`config.mk`:
```
export PLATFORM = sky130hd
export DESIGN_NAME = csa_stream_accumulator
export DESIGN_NICKNAME = d
export VERILOG_FILES = /design/src/rtl/csa_pkg.sv /design/src/rtl/csa_row.sv /design/src/rtl/csa_stream_accumulator.sv
export SDC_FILE = /design/constraint.sdc
export NUM_CORES = 1
export LEC_CHECK = 0
export ABC_AREA = 0
export CAP_MARGIN = 20
export CORE_MARGIN = 2
export CORE_UTILIZATION = 35
export CTS_CLUSTER_DIAMETER = 40
export DETAILED_ROUTE_END_ITERATION = 16
export SLEW_MARGIN = 20
export SYNTH_ARGS = -nofsm -noshare
export SYNTH_HDL_FRONTEND = slang
export SYNTH_SLANG_ARGS = --single-unit
export TNS_END_PERCENT = 100
```
`constraint.sdc`:
```
create_clock -name clk -period 2.7 [get_ports clk]
set_input_delay 0.54 -clock clk [delete_from_list [all_inputs] [get_ports clk]]
set_output_delay 0.54 -clock clk [all_outputs]
set_load 0.1 [all_outputs]
```
`src/rtl/csa_pkg.sv`:
```
// ============================================================================
// Module  : csa_pkg
// Brief   : Shared types and sizing helpers for the carry-save stream accumulator.
// Revision: 1.0  initial release
// ============================================================================
`default_nettype none

package csa_pkg;

    typedef enum logic [1:0] {
        IDLE    = 2'd0,
        ACCUM   = 2'd1,
        RESOLVE = 2'd2,
        OUTPUT  = 2'd3
    } state_t;

    function automatic int num_chunks(input int acc_w, input int chunk);
        return acc_w / chunk;
    endfunction

    // A single-chunk configuration still needs a 1-bit index register.
    function automatic int chunk_idx_w(input int acc_w, input int chunk);
        return ((acc_w / chunk) > 1) ? $clog2(acc_w / chunk) : 1;
    endfunction

endpackage

`default_nettype wire

```
`src/rtl/csa_row.sv`:
```
// ============================================================================
// Module  : csa_row
// Brief   : Combinational WIDTH-bit 3:2 compressor row (sum + unshifted carry).
// Revision: 1.0  initial release
// ============================================================================
`default_nettype none

module csa_row #(
    parameter int WIDTH = 16
) (
    input  logic [WIDTH-1:0] x,
    input  logic [WIDTH-1:0] y,
    input  logic [WIDTH-1:0] z,
    output logic [WIDTH-1:0] sum,
    output logic [WIDTH-1:0] carry
);

    for (genvar i = 0; i < WIDTH; i++) begin : g_bit
        assign sum[i]   = x[i] ^ y[i] ^ z[i];
        assign carry[i] = (x[i] & y[i]) | (x[i] & z[i]) | (y[i] & z[i]);
    end

endmodule

`default_nettype wire

```
`src/rtl/csa_stream_accumulator.sv`:
```
// ============================================================================
// Module  : csa_stream_accumulator
// Brief   : Carry-save multi-operand accumulator with chunked final resolve.
// Revision: 1.0  initial release
// ============================================================================
`default_nettype none

module csa_stream_accumulator
    import csa_pkg::*;
#(
    parameter int WIDTH     = 8,
    parameter int ACC_WIDTH = 16,
    parameter int CHUNK     = 4
) (
    input  logic                 clk,
    input  logic                 rst,
    input  logic                 in_valid,
    output logic                 in_ready,
    input  logic [WIDTH-1:0]     in_a,
    input  logic [WIDTH-1:0]     in_b,
    input  logic                 in_last,
    output logic                 out_valid,
    input  logic                 out_ready,
    output logic [ACC_WIDTH-1:0] out_sum,
    output logic                 out_ovf
);

    localparam int c_NUM_CHUNKS = num_chunks(ACC_WIDTH, CHUNK);
    localparam int c_IDX_W      = chunk_idx_w(ACC_WIDTH, CHUNK);

    state_t                 r_state;
    state_t                 w_state_nxt;
    logic [ACC_WIDTH-1:0]   r_s;
    logic [ACC_WIDTH-1:0]   r_c;
    logic                   r_d;
    logic [c_IDX_W-1:0]     r_idx;
    logic                   r_carry;
    logic [ACC_WIDTH-1:0]   r_sum;
    logic                   r_ovf;

    logic                   w_accept;
    logic                   w_last_chunk;
    logic                   w_handshake;
    logic [ACC_WIDTH-1:0]   w_a_ext;
    logic [ACC_WIDTH-1:0]   w_b_ext;
    logic [ACC_WIDTH-1:0]   w_s1;
    logic [ACC_WIDTH-1:0]   w_c1;
    logic [ACC_WIDTH-1:0]   w_s2;
    logic [ACC_WIDTH-1:0]   w_c2;
    logic [ACC_WIDTH-1:0]   w_c1_sh;
    logic [CHUNK-1:0]       w_s_chunk;
    logic [CHUNK-1:0]       w_c_chunk;
    logic [CHUNK:0]         w_chunk_add;

    assign in_ready     = (r_state == IDLE) || (r_state == ACCUM);
    assign out_valid    = (r_state == OUTPUT);
    assign out_sum      = r_sum;
    assign out_ovf      = r_ovf;
    assign w_accept     = in_valid && in_ready;
    assign w_handshake  = out_valid && out_ready;
    assign w_last_chunk = (r_idx == c_IDX_W'(c_NUM_CHUNKS - 1));

    assign w_a_ext = ACC_WIDTH'(in_a);
    assign w_b_ext = ACC_WIDTH'(in_b);
    assign w_c1_sh = {w_c1[ACC_WIDTH-2:0], 1'b0};

    csa_row #(.WIDTH(ACC_WIDTH)) u_row0 (
        .x     (r_s),
        .y     (r_c),
        .z     (w_a_ext),
        .sum   (w_s1),
        .carry (w_c1)
    );

    csa_row #(.WIDTH(ACC_WIDTH)) u_row1 (
        .x     (w_s1),
        .y     (w_c1_sh),
        .z     (w_b_ext),
        .sum   (w_s2),
        .carry (w_c2)
    );

    // One narrow ripple add per resolve cycle keeps the carry chain CHUNK bits long.
    assign w_s_chunk   = r_s[r_idx*CHUNK +: CHUNK];
    assign w_c_chunk   = r_c[r_idx*CHUNK +: CHUNK];
    assign w_chunk_add = {1'b0, w_s_chunk} + {1'b0, w_c_chunk} + (CHUNK+1)'(r_carry);

    always_ff @(posedge clk) begin
        if (rst) begin
            r_state <= IDLE;
        end else begin
            r_state <= w_state_nxt;
        end
    end

    always_comb begin
        w_state_nxt = r_state;
        case (r_state)
            IDLE, ACCUM: begin
                if (w_accept) begin
                    w_state_nxt = in_last ? RESOLVE : ACCUM;
                end
            end
            RESOLVE: begin
                if (w_last_chunk) begin
                    w_state_nxt = OUTPUT;
                end
            end
            OUTPUT: begin
                if (w_handshake) begin
                    w_state_nxt = IDLE;
                end
            end
            default: w_state_nxt = IDLE;
        endcase
    end

    always_ff @(posedge clk) begin
        if (rst) begin
            r_s     <= '0;
            r_c     <= '0;
            r_d     <= 1'b0;
            r_idx   <= '0;
            r_carry <= 1'b0;
            r_sum   <= '0;
            r_ovf   <= 1'b0;
        end else begin
            case (r_state)
                IDLE, ACCUM: begin
                    if (w_accept) begin
                        r_s <= w_s2;
                        r_c <= {w_c2[ACC_WIDTH-2:0], 1'b0};
                        // Carries leaving the top bit are weight 2^ACC_WIDTH: remember them for overflow.
                        r_d <= r_d | w_c1[ACC_WIDTH-1] | w_c2[ACC_WIDTH-1];
                    end
                end
                RESOLVE: begin
                    r_sum[r_idx*CHUNK +: CHUNK] <= w_chunk_add[CHUNK-1:0];
                    if (w_last_chunk) begin
                        r_ovf   <= r_d | w_chunk_add[CHUNK];
                        r_idx   <= '0;
                        r_carry <= 1'b0;
                    end else begin
                        r_idx   <= r_idx + 1'b1;
                        r_carry <= w_chunk_add[CHUNK];
                    end
                end
                OUTPUT: begin
                    if (w_handshake) begin
                        r_s     <= '0;
                        r_c     <= '0;
                        r_d     <= 1'b0;
                        r_idx   <= '0;
                        r_carry <= 1'b0;
                    end
                end
                default: ;
            endcase
        end
    end

endmodule

`default_nettype wire

```
* After elaboration in Yosys (flattened, before gate mapping)
Cells that the tools add are included.
** Word-level totals
- Register bits after elaboration :: 55
- Bits of input ports :: 21
- Output and inout bits :: 19
- Word-level logic and storage cells :: 194
** Cells by class
- $add $sub $neg :: 4
- Eq/ne operators :: 7
- Shift-type cells :: 4
- Mux-type cells :: 18
- Bitwise operators :: 142
- Reductions and logical operators :: 11
** Operators with widths (number)
- $pmux 16 s2 :: 2
- $and 1x1->1 :: 62
- $mux 16 :: 3
- $xor 1x1->1 :: 47
- $neg 4->34 :: 1
- $shift 4x34->16 const A :: 1
- $shiftx 4x34->16 :: 1
- $or 1x1->1 :: 33
- $shiftx 16x5->4 :: 2
- $bwmux 16 :: 1
- $mux 2 :: 5
- $eq 2x2->1 const B :: 3
- $pmux 2 s3 :: 1
- $reduce_and 3->1 :: 2
- $add 4x4->5 :: 1
- $add 5x1->5 :: 1
- $ne 2x2->1 const B :: 2
- $pmux 1 s2 :: 2
- $pmux 2 s2 :: 1
- $reduce_and 2->1 :: 2
- $reduce_bool 2->1 :: 2
- $mux 1 :: 3
- $add 2x1->2 const B :: 1
- $eq 2x1->1 const B :: 1
- other kinds (5) :: 6

* Logic depth before layout (Yosys ltp)
- Word-level depth :: 8
- Depth in mapped cells :: 10
- Mapped depth without buffers :: 9

* Modules after synthesis
Synthesis repeated with hierarchy kept, for this count alone.
** Unflattened totals
- Cells, all modules :: 270
- Area, all modules :: 3039.2 µm²
** By module, submodules not included
- csa_stream_accumulator :: times used 1, cells an instance 238, area each 2398.6 µm², seq. area each 1081.0 µm²
- csa_row :: times used 2, cells an instance 16, area each 320.3 µm², seq. area each 0.0 µm²

* Least setup slack after synthesis
Ideal clock, no wire load.
- Path kind :: register to register
- Start :: register r_idx[0]
- End :: register r_carry
- Library setup time :: 128 ps
- Arrival :: 2404 ps
- Required time :: 2572 ps
- Slack :: 168 ps
- Cell stages (with the launch flop) :: 9
- Buffers on the path :: 1
- Period minus slack after synthesis :: 2532 ps
- Cell sequence :: dfxtp_1 -> buf_6 -> mux4_2 -> fa_1 -> fa_1 -> a21o_1 -> a21o_1 -> a22oi_1 -> nor2_1
** On the way
- Word-level cells in the longest chain between the ends :: 5
- Elaborated cells between the ends (all ways) :: 7
- Classes of those cells :: add/sub: 2; eq/ne: 1; shift: 2; mux: 2
** RTL lines
- start: declaration :: line csa_stream_accumulator.sv:36 : logic [c_IDX_W-1:0] r_idx;
- start signal: assignment :: line csa_stream_accumulator.sv:144 : r_idx <= r_idx + 1'b1;
- $shiftx 16x5->4 (on tied branches) :: line csa_stream_accumulator.sv:84, csa_stream_accumulator.sv:85
- $add 4x4->5 :: line csa_stream_accumulator.sv:86 : assign w_chunk_add = {1'b0, w_s_chunk} + {1'b0, w_c_chunk} + (CHUNK+1)'(r_carry);
- $add 5x1->5 :: line csa_stream_accumulator.sv:86
- $mux 1 * :: line csa_stream_accumulator.sv:139 : if (w_last_chunk) begin
- $pmux 1 s2 * :: line csa_stream_accumulator.sv:128 : case (r_state)
- end signal: assignment :: line csa_stream_accumulator.sv:145 : r_carry <= w_chunk_add[CHUNK];
- end: declaration :: line csa_stream_accumulator.sv:37 : logic r_carry;
Mark *: on every way between the ends. The rest lies on a longest branch, timed or not.
A chain may end at the register's enable or synchronous reset.

* Final worst setup path
Ends and elaborated chain as after synthesis.

==> results_dict.tcl <==
set metrics [dict create \
    placed_cells_incl_taps 410 \
    cts_buffers 5 \
    cts_sinks 54 \
    drt_pass1_iterations 4 \
    power_density_nw_per_um2 517 \
    grt_antenna_before_repair 0 \
    skew_ps 4.31 \
    setup_viol 0 \
    synth_compound_area_share_pct 16.9 \
    n_fill_cell 818 \
    synth_nets 342 \
    syn-cell-area_sq_um 2980 \
    cts_tree "done" \
    finalHoldWorstSlack_ps 460 \
    clk_latency_ps 310 \
    synth.area.mux_share_pct 5.62 \
    gp_congestion 0.743 \
    synth_xor_area_share_pct 0.294 \
    grt_pass1_vias 2141 \
    tightest_slew_ps 664 \
    hold_buffers 0 \
    cts_root_buf "clkbuf_8" \
    period_needed_ps 2510 \
    yosys.cell_types.count 38 \
    synth_cells 278 \
    finalMaxSlewViolations 0 \
    yosys-top-cells-area "dfxtp_1 36%, ha_1 11%, fa_1 11%" \
    antenna_left 0 \
    remaining_drc_errors 0 \
    via_per_inst 5.22 \
    avgSynthCellArea_sq_um 10.7 \
    synth_adder_area_share_pct 22.1 \
    ir_drop_uv 170 \
    die_area_sq_um 9280 \
    yosys_warnings 0 \
    die_h_microns 96.3 \
    syn_to_final_growth_pct 15.8 \
    clockBufferDepth 2 \
    setup.worst_path.end_class "flip-flop" \
    rows 33 \
    vias 2183 \
    h-tree-depth 2 \
    setup_slack_ps 187 \
    ys_ff_latch 54 \
    grt_pass1_wl_microns 10700 \
    start_util_pct 36.1 \
    cts_resized 0 \
    hold_violations 0 \
    pin_count 40 \
    synthSimpleGateAreaFrac_pct 13.2 \
    cp.required_ps 2880 \
    synth_top_area_share_pct 36.2 \
    clk_pin_slew_ps 100 \
    overflow 0 \
    fin_crit_sh_pct 93.1 \
    setup_tns_ps 0 \
    cts_setup_buffers 0 \
    fp.dieW_microns 96.3 \
    totalWireLength_microns 6460 \
    grt_max_degree 36 \
    yosys.area.top_type "dfxtp_1" \
    drt-initial-drc-count 86 \
    place_ws_ps 145 \
    path_class "flip-flop to flip-flop" \
    slew_headroom_pct 55.7 \
    grt_util_all_layers_pct 14.9 \
    drive_gt1_share_pct 17.3 \
    synth_top_family_by_area "adder cells" \
    cp_max_fo 17 \
    outcome "complete, no violations" \
    core_sq_um 8260 \
    routedWlPerCell_microns 15.5 \
    insertedDiodeCount 0 \
    cap_violations 0 \
    port_buffers 39 \
    hpwl_microns 4800 \
    stdcell_count 418 \
    worst_setup_path_start_kind "flip-flop" \
    power_leakage_nw 1.45 \
    finish.net_count 376 \
    seq_area_frac_synth_pct 36.2 \
    cp.arrival_ps 2690 \
    hold_class "flip-flop to flip-flop" \
    max_clock_freq_mhz 398 \
    rsz0062_at_grt "false" \
]
synthesized netlist by cell type (all sizes together):
| library cell | count |
|---|---|
| ha | 27 |
| inv | 8 |
| and3b | 1 |
| o21ai | 3 |
| a22oi | 43 |
| mux2i | 1 |
| nor3 | 1 |
| mux4 | 7 |
| nor2 | 57 |
| a311oi | 1 |
| a31oi | 1 |
| buf | 10 |
| nor2b | 1 |
| nand3 | 3 |
| nand2 | 8 |
| and3 | 1 |
| dfxtp | 54 |
| xor2 | 1 |
| a211oi | 2 |
| o21bai | 1 |
| and4bb | 1 |
| and2 | 1 |
| a21o | 2 |
| a32oi | 2 |
| a221oi | 1 |
| clkbuf | 8 |
| or3b | 1 |
| nand2b | 2 |
| a21oi | 10 |
| nor4 | 2 |
| and2b | 1 |
| fa | 16 |
per-layer routing:
metal | vias up | wire [microns] | GRT usage (%)
met3 | 5 | 197 | 2.43
met5 | - | 0 | 0
met1 | 1083 | 3190 | 20.0
met2 | 37 | 3000 | 25.1
li1 | 1058 | - | -
met4 | 0 | 71 | 3.87
sequential cells by signal, indices dropped and copies added (netlist names):
signal	count
r_c	15
r_state	2
r_s	16
out_ovf	1
r_carry	1
r_d	1
r_idx	2
out_sum	16
area by class of cell:
type | instances | area [sq um] | share of cell area (%)
tap | 105 | 131 | 3.80
inverter | 8 | 30.0 | 0.869
sequential | 54 | 1080 | 31.3
clock inverter | 2 | 12.5 | 0.362
multi-input combinational | 198 | 1730 | 50.1
timing repair buffer | 45 | 387 | 11.2
clock buffer | 6 | 82.6 | 2.39
final timing paths:
| kind | start | end | slack (ps) | depth (start not counted) |
|---|---|---|---|---|
| worst max-delay path | r_idx[0] | r_carry | 190 | 9 |
| worst min register to register | out_sum[7] | out_sum[7] | 460 | 2 |
| worst max register to register | r_idx[0] | r_carry | 190 | 9 |
| worst min-delay path | out_sum[7] | out_sum[7] | 460 | 2 |
cell families (layout without fill, tap and decap cells):
| family | count (synthesis) | count (layout) |
|---|---|---|
| adders and majority gates | 43 | 43 |
| xor gates and xnor gates | 1 | 1 |
| muxes | 8 | 8 |
| AOI/OAI and AO/OA | 66 | 66 |
| buffers and inverters | 26 | 61 |
| DFF | 54 | 54 |
| and+or+nand+nor | 80 | 80 |
report_power, final:
group | leakage [nW] | internal (mW) | total [mW] | switching [mW]
Combinational | 0.963 | 0.194 | 0.422 | 0.228
Clock | 0.0472 | 0.207 | 0.477 | 0.270
Sequential | 0.438 | 0.835 | 0.888 | 0.0530
Total | 1.45 | 1.24 | 1.79 | 0.551
metrics by stage:
| stage | instance area (sq um) | power, mW | util (%) |
|---|---|---|---|
| 4_1_cts | 3450 | 1.81 | 41.8 |
| 3_3_place_gp | 3360 | 1.32 | 40.7 |
| 2_1_floorplan | 2980 | 1.22 | - |
| 3_5_place_dp | 3360 | 1.33 | 40.7 |
| 5_1_grt | 3460 | 1.89 | 41.9 |
| 6_report | 3460 | 1.79 | 41.9 |
layout by cell type, fill, tap and decap left out, types with 2 or more instances in the layout:
cell and instances:
nor2_1 57, dfxtp_1 54, a22oi_1 38, ha_1 27, buf_4 24, clkdlybuf4s50_1 19, fa_1 16, a21oi_1 9
inv_1 8, nand2_1 8, mux4_2 7, clkbuf_8 6, a22oi_2 5, nand3_1 3, o21ai_0 2, nor4_4 2
a211oi_1 2, a32oi_1 2, a21o_1 2
critical path, cell delays in order (launching register included):
cell and delay (ps):
dfxtp_1 380, buf_6 230, mux2i_1 210, o21ai_0 110, fa_1 420, fa_1 420
a21o_1 210, a21o_1 190, a22oi_1 150, nor2_1 50
No activity file was read; power rests on OpenSTA's default activity.
